File: src/rtl/collector_pkg.sv
// collector_pkg: shared constants for the LFSR sample collector
package collector_pkg;
    localparam int DATA_W = 8;
    localparam logic [2:0] ST_IDLE     = 3'd0;
    localparam logic [2:0] ST_REQ      = 3'd1;
    localparam logic [2:0] ST_WAIT_LOW = 3'd2;
    localparam logic [2:0] ST_RELEASE  = 3'd3;
    localparam logic [2:0] ST_FINISH   = 3'd4;
endpackage

File: src/rtl/sample_stats_acc.sv
// sample_stats_acc: running sum, min, max and odd count over captured samples
module sample_stats_acc
    import collector_pkg::*;
#(
    parameter int CNT_W = 4
) (
    input  logic                    clk,
    input  logic                    rst,
    input  logic                    clr,
    input  logic                    cap,
    input  logic                    force_zero,
    input  logic [DATA_W-1:0]       data,
    output logic [DATA_W+CNT_W-1:0] sum,
    output logic [DATA_W-1:0]       min_val,
    output logic [DATA_W-1:0]       max_val,
    output logic [CNT_W-1:0]        odd_cnt
);
    always_ff @(posedge clk or negedge rst) begin
        if (!rst) begin
            sum     <= '0;
            min_val <= '0;
            max_val <= '0;
            odd_cnt <= '0;
        end else if (clr) begin
            sum     <= '0;
            min_val <= '1;
            max_val <= '0;
            odd_cnt <= '0;
        end else if (force_zero) begin
            min_val <= '0;
            max_val <= '0;
        end else if (cap) begin
            sum     <= sum + (DATA_W+CNT_W)'(data);
            min_val <= data < min_val ? data : min_val;
            max_val <= data > max_val ? data : max_val;
            odd_cnt <= odd_cnt + CNT_W'(data[0]);
        end
    end
endmodule

File: src/rtl/lfsr_sample_collector.sv
// lfsr_sample_collector: runs the LFSR request/busy handshake N times and
// accumulates sum/min/max/odd statistics of the returned bytes.
module lfsr_sample_collector
    import collector_pkg::*;
#(
    parameter int CNT_W   = 4,
    parameter int TIMEOUT = 16
) (
    input  logic                    clk,
    input  logic                    rst,
    input  logic                    start,
    input  logic [CNT_W-1:0]        n_samples,
    output logic                    lfsr_req,
    input  logic                    lfsr_busy,
    input  logic [DATA_W-1:0]       lfsr_data,
    output logic                    running,
    output logic                    done,
    output logic                    error,
    output logic [DATA_W+CNT_W-1:0] sum,
    output logic [DATA_W-1:0]       min_val,
    output logic [DATA_W-1:0]       max_val,
    output logic [CNT_W-1:0]        odd_cnt
);
    localparam int TO_W = $clog2(TIMEOUT);
    localparam logic [TO_W-1:0] TO_LAST = TO_W'(TIMEOUT - 1);

    logic [2:0]       state;
    logic [CNT_W-1:0] remaining;
    logic [TO_W-1:0]  wait_cnt;
    logic             no_samples;
    logic             accept, capture, expired;

    assign accept  = state == ST_IDLE && start;
    assign capture = state == ST_WAIT_LOW && !lfsr_busy;
    // the timeout only applies while the awaited busy edge has not arrived
    assign expired = wait_cnt == TO_LAST &&
                     ((state == ST_REQ && !lfsr_busy) || (state == ST_WAIT_LOW && lfsr_busy));

    always_ff @(posedge clk or negedge rst) begin
        if (!rst) begin
            state      <= ST_IDLE;
            remaining  <= '0;
            wait_cnt   <= '0;
            no_samples <= 1'b0;
            lfsr_req   <= 1'b0;
            running    <= 1'b0;
            done       <= 1'b0;
            error      <= 1'b0;
        end else begin
            done <= 1'b0;
            case (state)
                ST_IDLE: if (start) begin
                    remaining  <= n_samples;
                    no_samples <= n_samples == '0;
                    wait_cnt   <= '0;
                    error      <= 1'b0;
                    running    <= 1'b1;
                    lfsr_req   <= n_samples != '0;
                    state      <= n_samples == '0 ? ST_FINISH : ST_REQ;
                end
                ST_REQ, ST_WAIT_LOW: if (expired) begin
                    error    <= 1'b1;
                    lfsr_req <= 1'b0;
                    running  <= 1'b0;
                    wait_cnt <= '0;
                    state    <= ST_IDLE;
                end else if (state == ST_REQ && lfsr_busy) begin
                    wait_cnt <= '0;
                    state    <= ST_WAIT_LOW;
                end else if (capture) begin
                    remaining <= remaining - 1'b1;
                    lfsr_req  <= 1'b0;
                    wait_cnt  <= '0;
                    state     <= ST_RELEASE;
                end else begin
                    wait_cnt <= wait_cnt + 1'b1;
                end
                ST_RELEASE: begin
                    lfsr_req <= remaining != '0;
                    state    <= remaining == '0 ? ST_FINISH : ST_REQ;
                end
                ST_FINISH: begin
                    done    <= 1'b1;
                    running <= 1'b0;
                    state   <= ST_IDLE;
                end
                default: state <= ST_IDLE;
            endcase
        end
    end

    sample_stats_acc #(.CNT_W(CNT_W)) u_stats (
        .clk        (clk),
        .rst        (rst),
        .clr        (accept),
        .cap        (capture),
        .force_zero (state == ST_FINISH && no_samples),
        .data       (lfsr_data),
        .sum        (sum),
        .min_val    (min_val),
        .max_val    (max_val),
        .odd_cnt    (odd_cnt)
    );
endmodule

File: config.mk
export PLATFORM = sky130hd
export DESIGN_NAME = lfsr_sample_collector
export DESIGN_NICKNAME = d
export VERILOG_FILES = /design/src/rtl/collector_pkg.sv /design/src/rtl/sample_stats_acc.sv /design/src/rtl/lfsr_sample_collector.sv
export SDC_FILE = /design/constraint.sdc
export NUM_CORES = 1
export LEC_CHECK = 0
export BUFFER_PORTS_ARGS = -buffer_cell sky130_fd_sc_hd__buf_2
export CAP_MARGIN = 20
export CORE_MARGIN = 8
export CORE_UTILIZATION = 51
export DETAILED_ROUTE_END_ITERATION = 7
export PLACE_DENSITY = 0.74
export SLEW_MARGIN = 20
export SYNTH_ARGS = -nofsm -noshare
export SYNTH_HDL_FRONTEND = slang
export SYNTH_HIERARCHICAL = 1
export SYNTH_SLANG_ARGS = --single-unit
File: constraint.sdc
create_clock -name clk -period 2.2 [get_ports clk]
set_clock_uncertainty 0.15 [all_clocks]
set_input_delay 0.33 -clock clk [delete_from_list [all_inputs] [get_ports clk]]
set_output_delay 0.33 -clock clk [all_outputs]
set_load 0.005 [all_outputs]
After elaboration in Yosys (flattened, before gate mapping)
Cells that the tools add are included.

Input bits: 16. Register bits: 48. Output and inout bits: 36. Word-level logic and storage cells: 107.

Equality and inequality tests: 14. Mux-type cells: 43. Add/subtract/negate cells: 4. Reductions and logical operators: 32. Magnitude comparators: 2.

Operator list (count): $mux W8 (8); $mux W4 (11); $mux W12 (3); $mux W3 (6); $pmux W4 S2 (2); $reduce_bool A3 Y1 (5); $add A12 B8 Y12 (1); $ne A2 B2 Y1 const B (6); $reduce_and A2 Y1 (6); $mux W1 (9); $pmux W3 S3 (1); $gt A8 B8 Y1 (1); $logic_not A4 Y1 (2); $lt A8 B8 Y1 (1); $reduce_bool A4 Y1 (2); $logic_and A1 B1 Y1 (7); $eq A3 B2 Y1 const B (2); $ne A3 B3 Y1 const B (2); $pmux W1 S3 (2); $reduce_and A3 Y1 (2); $reduce_and A5 Y1 (1); $add A4 B1 Y4 (1); $add A4 B1 Y4 const B (1); $eq A4 B4 Y1 const B (1); other kinds (11) (12).

Depth between registers and ports, before layout
Word-level depth: 6. Mapped depth: 10. Depth with buffers taken out: 7.

By module
The synthesis kept the hierarchy.

By module, submodules not included: sample_stats_acc (area each 2147.1 um2, cells each 213, times used 1, sequential area each 800.8 um2); lfsr_sample_collector (area each 934.6 um2, cells each 100, times used 1, sequential area each 400.4 um2).

Least setup slack after synthesis
Ideal clock, no wire load.

Path type: reg2reg. Start: register state[1]. End: register u_stats.sum[9]. Clock period less this slack: 2187 ps. Data required time: 1922 ps. Arrival: 1910 ps. Stages on the path, launching flop included: 9. Setup time: 128 ps. Setup slack: 13 ps. Cell sequence: dfrtp_1 > clkbuf_1 > nor2_1 > and3_1 > buf_2 > nor2b_4 > nor2_4 > nor4b_2 > mux2_1.

Cells in the longest elaborated chain, start to end: 4. Elaborated cells on any way between the ends: 10. Those cells by class: eq/ne: 3; mux: 1; reduce/logical: 6.

Ends and longest elaborated chain: start: declaration (line lfsr_sample_collector.sv:27) `logic [2:0] state;`; start signal: assignment (line lfsr_sample_collector.sv:59) `state <= n_samples == '0 ? ST_FINISH : ST_REQ;`; start signal: assignment (line lfsr_sample_collector.sv:80) `state <= remaining == '0 ? ST_FINISH : ST_REQ;`; $eq A3 B3 Y1 (tied with other cells) (line lfsr_sample_collector.sv:97) `.force_zero (state == ST_FINISH && no_samples),`; $logic_and A1 B1 Y1, on equally long branches (line lfsr_sample_collector.sv:97, lfsr_sample_collector.sv:33, lfsr_sample_collector.sv:34); $ne A2 B2 Y1 (no line) / $reduce_bool A2 Y1 (equally long branches); $reduce_and A2 Y1 (no line); end signal: assignment (line sample_stats_acc.sv:33) `sum <= sum + (DATA_W+CNT_W)'(data);`; end: declaration (line sample_stats_acc.sv:13) `output logic [DATA_W+CNT_W-1:0] sum,`.

Several ways; a longest one is shown, not always the timed one. A chain may end at the register's enable or synchronous reset.

Worst setup path in the final report
Start: register u_stats.sum[4]. End: register u_stats.sum[11].

Cells in the longest elaborated chain, start to end: 4.

Ends and longest elaborated chain: $add A12 B8 Y12 (line sample_stats_acc.sv:33); $mux W12 (line sample_stats_acc.sv:32) `end else if (cap) begin`; $mux W12 (line sample_stats_acc.sv:29) `end else if (force_zero) begin`; $mux W12 (line sample_stats_acc.sv:24) `end else if (clr) begin`.

No other way between the ends. The select of a mux whose other input is x is not followed.

==> flow_summary.json <==
{
  "status": "finished, final reports clean",
  "cts_num_sinks": 48,
  "drt_iter0_drc": 128,
  "wl_per_cell_um": 16.75,
  "grt_pass1_vias": 2714,
  "holdPathEnd": "state[0]$_DFFE_PN0P_",
  "clk_path_buf_depth": 2,
  "fp.coreArea_mm2": 0.005886,
  "crit_buf_inv": 0,
  "cellPowerDensity_mw_per_mm2": 1136,
  "synth_seq_cells": 48,
  "syn_avg_cell_area_um2": 9.846,
  "finalSetupViolCount": 0,
  "cp.depth": 6,
  "overflow": 0,
  "num_vias": 2688,
  "final_common_cell": "buf_2",
  "synth_ff_type": "dfrtp_1",
  "power.share.switching": 0.4110,
  "r2r_end": "u_stats/sum[11]$_DFFE_PN0P_",
  "slew_violations": 0,
  "crit_slowest_cell": "dfrtp_1",
  "cp_top_family": "compound AO/OA/AOI/OAI gates",
  "peakVddDrop_mv": 0.5876,
  "die-area_mm2": 0.008786,
  "gp_congestion": 0.8191,
  "ys_async_sr_fraction": 1.000,
  "final_cell_mix": "51 x buf_2, 47 x dfrtp_1, 28 x buf_4",
  "p_leak_nw": 1.830,
  "clkPwrFrac": 0.119,
  "port_buffers": 51,
  "slowest_delay_ns": 0.41,
  "slew_headroom": 0.6306,
  "cts_root_buffer": "clkbuf_8",
  "grt_pass1_wl_um": 12440,
  "worstSetupEndpointType": "register",
  "antenna_cells": 0,
  "setup_tns_ns": 0,
  "rrSetupSlack_ns": 0.09,
  "crit-reg2reg-launch": "u_stats/sum[4]$_DFFE_PN0P_",
  "syn_to_final_growth_pct": 21.15,
  "holdCritPathClass": "in2reg",
  "power_switching_mw": 1.743,
  "seq_area_frac_synth": 0.3898,
  "design_area_mm2": 0.003734,
  "start_util": 0.5236,
  "tightest_slew_ns": 0.5494,
  "pin_count": 52,
  "clkLatencyLatePin_ns": 0.30,
  "drt_wl_total_um": 7757,
  "path_cells": "ha_1 > a21o_1 > o21bai_2 > a21oi_2 > nand3b_1 > mux2_1",
  "die_w_um": 93.74,
  "dr.pass1.iters": 4,
  "antenna_found_initial": 0,
  "chipHeight_um": 93.74,
  "drc": 0,
  "power_frac_comb": 0.543,
  "yosysWarnings": 6,
  "postPlaceCellArea_mm2": 0.003530,
  "numCtsBuffers": 5,
  "worstSetupStartpointType": "register",
  "dp_hpwl_um": 5807,
  "rr_worst_depth": 6,
  "critPathKind": "reg2reg",
  "syn_area_mm2": 0.003082,
  "fin_ws_ns": 0.09264,
  "grt_max_degree": 20,
  "fin_crit_sh": 0.9579,
  "place_ws_ns": 0.02465,
  "cap_violations": 0,
  "worstHoldStart": "lfsr_busy",
  "grt_usage": 0.1754,
  "synth_edf_count": 0,
  "final_net_count": 432,
  "synthCells": 313,
  "drive_above_1_share": 0.2887,
  "cp_max_fo": 4,
  "period_needed_ns": 2.107,
  "required_ns": 2.23,
  "row_count": 28,
  "drt-vias-per-instance": 5.806,
  "cp.arrival_ns": 2.14,
  "seqPwrFrac": 0.338,
  "drt.antenna.violating_nets": 0,
  "hold_depth": 2,
  "max_freq_mhz": 474.5,
  "cts.htree.levels": 2,
  "tritoncts": "yes",
  "ys_types": 57,
  "power.total_mw": 4.240,
  "clk_pin_slew_ns": 0.09,
  "p_int_mw": 2.497,
  "syn_nets": 357,
  "hold_viol_final": 0
}
## metal layers
layer	vias up	part of all wire	GRT usage
met1	1322	0.43	0.2093
met5	-	0	0
met2	64	0.50	0.2964
met4	0	0.017	0.07662
li1	1292	-	-
met3	10	0.055	0.03757
## sequential cells by signal, summed over array words and instances (netlist names)
name and cells:
running 1, u_stats/odd_cnt 4, u_stats/min_val 8, u_stats/sum 12, error 1, lfsr_req 1, no_samples 1, done 1
remaining 4, u_stats/max_val 8, wait_cnt 4, state 3
## power by group through the flow
stage | clock, mW | sequential (mW) | combinational (mW)
after floorplan | 0 | 1.42 | 1.41
after detailed placement | 0 | 1.44 | 2.15
after global placement | 0 | 1.43 | 2.07
after CTS | 0.516 | 1.43 | 2.16
after global routing | 0.550 | 1.48 | 2.57
final | 0.503 | 1.43 | 2.30
## synth_stat cells, types with 3 or more instances
| cell type | instances | area share |
|---|---|---|
| nand2b_1 | 5 | 0.010 |
| and3_1 | 4 | 0.0081 |
| a21o_1 | 5 | 0.012 |
| nor2_1 | 14 | 0.017 |
| nor4_1 | 3 | 0.0061 |
| xnor2_1 | 5 | 0.014 |
| inv_1 | 19 | 0.023 |
| o211ai_1 | 3 | 0.0073 |
| nor3_1 | 9 | 0.015 |
| dfrtp_1 | 48 | 0.39 |
| nor3b_1 | 4 | 0.0097 |
| nand3_1 | 15 | 0.024 |
| a211o_1 | 4 | 0.011 |
| a32o_1 | 5 | 0.016 |
| ha_1 | 27 | 0.11 |
| nand3b_1 | 3 | 0.0073 |
| o31ai_1 | 3 | 0.0073 |
| o21bai_1 | 8 | 0.019 |
| nor2b_1 | 6 | 0.012 |
| xor2_1 | 5 | 0.014 |
| a21boi_0 | 9 | 0.022 |
| o21ai_0 | 23 | 0.037 |
| a21oi_1 | 14 | 0.023 |
| mux2i_1 | 10 | 0.032 |
| nand2_1 | 15 | 0.018 |
| clkbuf_1 | 7 | 0.0085 |
## cell type report
| type | instances | area, µm² |
|---|---|---|
| clock buffer | 6 | 72.57 |
| clock inverter | 1 | 5.005 |
| fill | 505 | 2152 |
| inverter | 19 | 71.32 |
| multi-input combinational | 233 | 1802 |
| sequential | 48 | 1202 |
| tap | 75 | 93.84 |
| timing repair buffer | 81 | 486.7 |
## kinds of logic (layout without fill, tap and decap cells)
| family | after synthesis | count (layout) | synth area share |
|---|---|---|---|
| DFF | 48 | 48 | 0.3898 |
| adders and majority gates | 28 | 28 | 0.1161 |
| muxes | 13 | 13 | 0.04344 |
| xor gates and xnor gates | 10 | 10 | 0.02842 |
| and+or+nand+nor | 90 | 90 | 0.1652 |
| AOI/OAI and AO/OA | 92 | 92 | 0.2132 |
| buffers and inverters | 32 | 107 | 0.04385 |
## stage by stage
| stage | hold slack, ns | utilization | instances |
|---|---|---|---|
| CTS | 0.1477 | 0.6146 | 455 |
| finish | 0.1706 | 0.6344 | 463 |
| global route | 0.1868 | 0.6344 | 463 |
| floorplan | -0.1156 | - | 313 |
| detailed placement | 0.1498 | 0.5997 | 447 |
| global placement | 0.1502 | 0.5997 | 447 |
## how the worst max path moves through the flow
stage | end | startpoint | slack (ns)
finish | u_stats/sum[11]$_DFFE_PN0P_ | u_stats/sum[4]$_DFFE_PN0P_ | 0.09
global route | u_stats/min_val[1]$_DFFE_PN0P_ | u_stats/min_val[2]$_DFFE_PN0P_ | -0.02
CTS | u_stats/sum[7]$_DFFE_PN0P_ | state[0]$_DFFE_PN0P_ | 0.003
detailed placement | u_stats/sum[7]$_DFFE_PN0P_ | state[0]$_DFFE_PN0P_ | 0.02
global placement | u_stats/sum[6]$_DFFE_PN0P_ | lfsr_data[0] | 0.06
floorplan | u_stats/sum[9]$_DFFE_PN0P_ | state[1]$_DFFE_PN0P_ | 0.01
## timing repair
action                                 4_1_cts  5_1_grt
endpoints found under the hold margin       17        0
hold buffers                                 1        0
setup endpoints to repair                    0       18
gates resized for setup                      0       10
setup buffers                                0        8
(Power assumes the default switching activity.)
